**src/rtl/snn_pkg.sv**
```systemverilog
// Shared fixed-point formats, limits and state encoding for the spiking-neuron datapath.
package snn_pkg;

    localparam int SUM_W = 11;  // MAC sum, signed Q4.7
    localparam int FRAC  = 7;
    localparam int V_W   = 16;  // membrane potential, signed Q8.7

    typedef logic signed [SUM_W-1:0] sum_t;
    typedef logic signed [V_W-1:0]   v_t;
    typedef logic signed [V_W+1:0]   v_ext_t;

    localparam v_t V_MAX = {1'b0, {(V_W-1){1'b1}}};
    localparam v_t V_MIN = {1'b1, {(V_W-1){1'b0}}};

    localparam v_ext_t V_MAX_EXT = {3'b000, {(V_W-1){1'b1}}};
    localparam v_ext_t V_MIN_EXT = {3'b111, {(V_W-1){1'b0}}};

    localparam logic [0:0] INTEGRATE = 1'b0;
    localparam logic [0:0] REFRACT   = 1'b1;

    function automatic v_t saturate(input v_ext_t x);
        if (x > V_MAX_EXT) begin
            return V_MAX;
        end else if (x < V_MIN_EXT) begin
            return V_MIN;
        end else begin
            return x[V_W-1:0];
        end
    endfunction

endpackage

```
**src/rtl/lif_leak_sat.sv**
```systemverilog
// Leak, integrate and saturate: n = sat(v - (v >>> LEAK_SHIFT) + sum).
module lif_leak_sat
    import snn_pkg::*;
#(
    parameter int LEAK_SHIFT = 4
) (
    input  logic signed [V_W-1:0]   v,
    input  logic signed [SUM_W-1:0] sum,
    output logic signed [V_W-1:0]   n
);

    v_ext_t v_ext;
    v_ext_t s_ext;
    v_ext_t leaked;
    v_ext_t total;

    // Two guard bits cover the full swing of v plus the largest sum without wrapping.
    assign v_ext  = {{2{v[V_W-1]}}, v};
    assign s_ext  = {{(V_W+2-SUM_W){sum[SUM_W-1]}}, sum};
    assign leaked = v_ext - (v_ext >>> LEAK_SHIFT);
    assign total  = leaked + s_ext;
    assign n      = saturate(total);

endmodule

```
**src/rtl/lif_neuron.sv**
```systemverilog
// Leaky integrate-and-fire neuron: integrates one MAC sum per timestep, fires, then idles refractory.
module lif_neuron
    import snn_pkg::*;
#(
    parameter int LEAK_SHIFT  = 4,
    parameter int REFRACT_LEN = 2,
    parameter logic signed [V_W-1:0] V_REST = '0
) (
    input  logic                    clk,
    input  logic                    rst,
    input  logic                    sum_valid,
    input  logic signed [SUM_W-1:0] sum_in,
    input  logic signed [V_W-1:0]   threshold,
    input  logic                    clear,
    output logic                    spike_out,
    output logic signed [V_W-1:0]   v_mem,
    output logic                    v_valid,
    output logic                    refractory
);

    localparam int CNT_W = (REFRACT_LEN > 0) ? $clog2(REFRACT_LEN + 1) : 1;

    logic [0:0]       state;
    logic [CNT_W-1:0] count;
    v_t               v_next;

    lif_leak_sat #(
        .LEAK_SHIFT(LEAK_SHIFT)
    ) u_leak_sat (
        .v  (v_mem),
        .sum(sum_in),
        .n  (v_next)
    );

    // NOTE: every register here uses <= so all updates see pre-edge values; rst is in the
    // sensitivity list, making it take effect immediately rather than at the next edge.
    always_ff @(posedge clk or posedge rst) begin
        if (rst) begin
            state     <= INTEGRATE;
            count     <= '0;
            v_mem     <= V_REST;
            spike_out <= 1'b0;
            v_valid   <= 1'b0;
        end else if (clear) begin
            state     <= INTEGRATE;
            count     <= '0;
            v_mem     <= V_REST;
            spike_out <= 1'b0;
            v_valid   <= 1'b0;
        end else if (sum_valid) begin
            v_valid <= 1'b1;
            if (state == INTEGRATE) begin
                if (v_next >= threshold) begin
                    spike_out <= 1'b1;
                    v_mem     <= V_REST;
                    if (REFRACT_LEN > 0) begin
                        state <= REFRACT;
                        count <= CNT_W'(REFRACT_LEN);
                    end
                end else begin
                    spike_out <= 1'b0;
                    v_mem     <= v_next;
                end
            end else begin
                // Refractory timesteps discard the sum and hold rest without leaking.
                spike_out <= 1'b0;
                v_mem     <= V_REST;
                count     <= count - CNT_W'(1);
                if (count == CNT_W'(1)) begin
                    state <= INTEGRATE;
                end
            end
        end else begin
            spike_out <= 1'b0;
            v_valid   <= 1'b0;
        end
    end

    assign refractory = (state == REFRACT);

endmodule

```
**config.mk**
```make
export PLATFORM = sky130hd
export DESIGN_NAME = lif_neuron
export DESIGN_NICKNAME = d
export VERILOG_FILES = /design/src/rtl/snn_pkg.sv /design/src/rtl/lif_leak_sat.sv /design/src/rtl/lif_neuron.sv
export SDC_FILE = /design/constraint.sdc
export NUM_CORES = 1
export LEC_CHECK = 0
export ABC_AREA = 0
export CAP_MARGIN = 20
export CELL_PAD_IN_SITES_DETAIL_PLACEMENT = 0
export CELL_PAD_IN_SITES_GLOBAL_PLACEMENT = 2
export CORE_ASPECT_RATIO = 0.8
export CORE_UTILIZATION = 34
export DETAILED_ROUTE_END_ITERATION = 10
export PLACE_DENSITY_LB_ADDON = 0.05
export SYNTH_ARGS = -nofsm -noshare
export SYNTH_HDL_FRONTEND = slang
export SYNTH_SLANG_ARGS = --single-unit
```
**constraint.sdc**
```tcl
create_clock -name clk -period 8.2 [get_ports clk]
set_clock_uncertainty 0.1 [all_clocks]
set_input_delay 2.05 -clock clk [delete_from_list [all_inputs] [get_ports clk]]
set_output_delay 2.05 -clock clk [all_outputs]
set_load 0.02 [all_outputs]
```
==> impl_metrics.ini <==
[outcome]
status = finished, final reports clean

[synthesis]
synth_cells = 356
synthDistinctLibCells = 53
synth-edff-count = 0
syn_avg_cell_area_um2 = 8.12
yosysWarnings = 0
synth_nets = 439
netlist.area_leader.share = 0.182
ys.flop_type = dfrtp_1
syn_area_um2 = 2890
ys_seq_area_frac = 0.182
synth_area_leader_cell = dfrtp_1
ys_ff_latch = 21
async_flop_share = 1.00
synth_most_common_cell = inv_1
synth_area_leaders = dfrtp_1 (18%), ha_1 (16%), fa_1 (10%), inv_1 (9.7%), a21oi_1 (4.7%)
synth.top_cells.by_count = inv_1 (75), ha_1 (37), nand2_1 (28), a21oi_1 (27), dfrtp_1 (21)

[final_layout]
diodes = 0
area_delta_synth_final_pct = 21.9
nFillCells = 831
layoutNonFillerInstCount = 511
fin_nets = 487
final_layout_size_suffix_gt1_frac = 0.0546

[die]
ios = 50
rows = 29
die_h_um = 84.5
die_x_um = 105
initial_core_util = 0.357
coreArea_um2 = 8090
die_area_um2 = 8880

[sta]
max_freq_mhz = 135
relSlewSlack = 0.309
whs_ns = 0.432
rsz0062_at_grt = false
fin_ws_ns = 0.813
fin_crit_sh = 0.901
hold_viol = 0
period_needed_ns = 7.39
setup_tns_ns = 0
finalSetupViolCount = 0
worst_pin_slew_ns = 1.03
slew_violations = 0

[clocking]
path_clk_slew_ns = 0.08
cts_setup_buffers = 0
cts_resized = 0
htreeDepth = 1
cts_buffers = 3
cts_tree = done
clkSinkCount = 21
cts_root_buf = clkbuf_8
clockBufferDepth = 2
insertion_delay_ns = 0.26
cts_hold_buf = 0

[place]
gp_congestion = 0.874
port_buffers = 49
dp_hpwl_um = 6260
dp_cells = 507
dp_slack_ns = 0.547

[flow_run]
cap_violations = 0

[critical_path]
crit_chain = clkdlybuf4s50_1, inv_1, fa_1, inv_1, ha_1, a21oi_1, o211ai_1, nor2_1, nand2_1, a221o_1, a21oi_4, inv_1, a21bo_2, ha_1, nand4_1, nor3_1, a21oi_1, a31oi_1, or3b_1, nor2_2, a221o_1
slowest_stage = fa_1
max_stage_delay_ns = 0.57
cp_num_buf_inv = 4
crit_type = primary input to flip-flop
cp.required_ns = 8.25
cpLargestDelayFamily = compound AO/OA/AOI/OAI gates
endpoint_kind = flip-flop
cp_common_cell = inv_1
cp_data_arrival_time_ns = 7.43
start_kind = primary input
critPathMaxFanout = 13

[route]
drt_pass1_iterations = 4
drc = 0
via_count = 2471
vias_per_cell = 4.84
drtAntennaViolNets = 0
wl_um = 7420
routedWlPerCell_um = 14.5
drtIter0Drc = 160

[global_routing]
grt_max_degree = 22
grt_pass1_vias = 2335
grt_pass1_wl_um = 12000
antenna_found_initial = 0
grtUsageTotal = 0.170
overflow = 0

[min_path]
hp-class = flip-flop to flip-flop
[area by class of cell]
class / count / area, µm² / share of cell area
Clock buffer: 3 / 41.3 / 0.0117
Tap cell: 108 / 135 / 0.0384
Multi-Input combinational cell: 253 / 2040 / 0.578
Sequential cell: 21 / 526 / 0.149
Inverter: 75 / 282 / 0.0799
Timing Repair Buffer: 50 / 498 / 0.141
Clock inverter: 1 / 5.00 / 0.00142
[metrics by stage]
step                       util  area (µm²)
after floorplan               -        2890
final                     0.435        3520
after CTS                 0.435        3520
after global placement    0.430        3480
after detailed placement  0.430        3480
after global routing      0.435        3520
[state kept, by name, indices dropped and copies added, names as in the netlist]
register	cells
refractory	1
v_mem	16
v_valid	1
spike_out	1
count	2
[per-layer routing]
metal	global-route usage	routed length [µm]	vias up
met4	0.0230	39	0
met2	0.242	2890	54
met5	0	0	-
li1	-	-	1284
met1	0.284	4250	1129
met3	0.00311	236	4
[kinds of logic (layout without fill, tap and decap cells)]
logic type / Yosys count / in the layout / share of synthesized area
simple gates: 98 / 98 / 0.170
compound gates: 88 / 88 / 0.215
flops: 21 / 21 / 0.182
buf+inv: 82 / 129 / 0.114
fa+ha+maj: 52 / 52 / 0.264
xor+xnor: 15 / 15 / 0.0545
[final timing paths]
kind                       cells after the start       start         to  slack, ns
setup / recovery                              21  sum_in[10]  v_mem[14]       0.81
hold / removal                                 2    count[1]   count[1]       0.43
setup reg to reg                              20    v_mem[7]   v_mem[6]       2.60
hold reg to reg                                2    count[1]   count[1]       0.43
max in group asynchronous                      2         rst   v_mem[7]       5.36
min in group asynchronous                      2         rst   v_mem[0]       2.14
[tightest hold or removal path, delay by kind of cell, from the launching register on]
kind / cells / cell delay, ns
AO/OA/AOI/OAI: 1 / 0.07
flip-flops: 1 / 0.36
buffers and inverters: 1 / 0.07
[layout by cell type, fill, tap and decap left out, drive strengths merged, types with 5 or more instances in the layout]
master	count
nor3	5
o21ai	21
ha	37
nor2b	6
dfrtp	21
clkdlybuf4s50	49
a21oi	28
xnor2	7
fa	15
nor2	22
xor2	8
inv	75
a31oi	5
nand2	28
nand3	6
nand2b	14
a221o	8
Power is left out: the tool's default activity adds up to more than one toggle a clock period on the data nets, which glitch-free logic cannot reach.
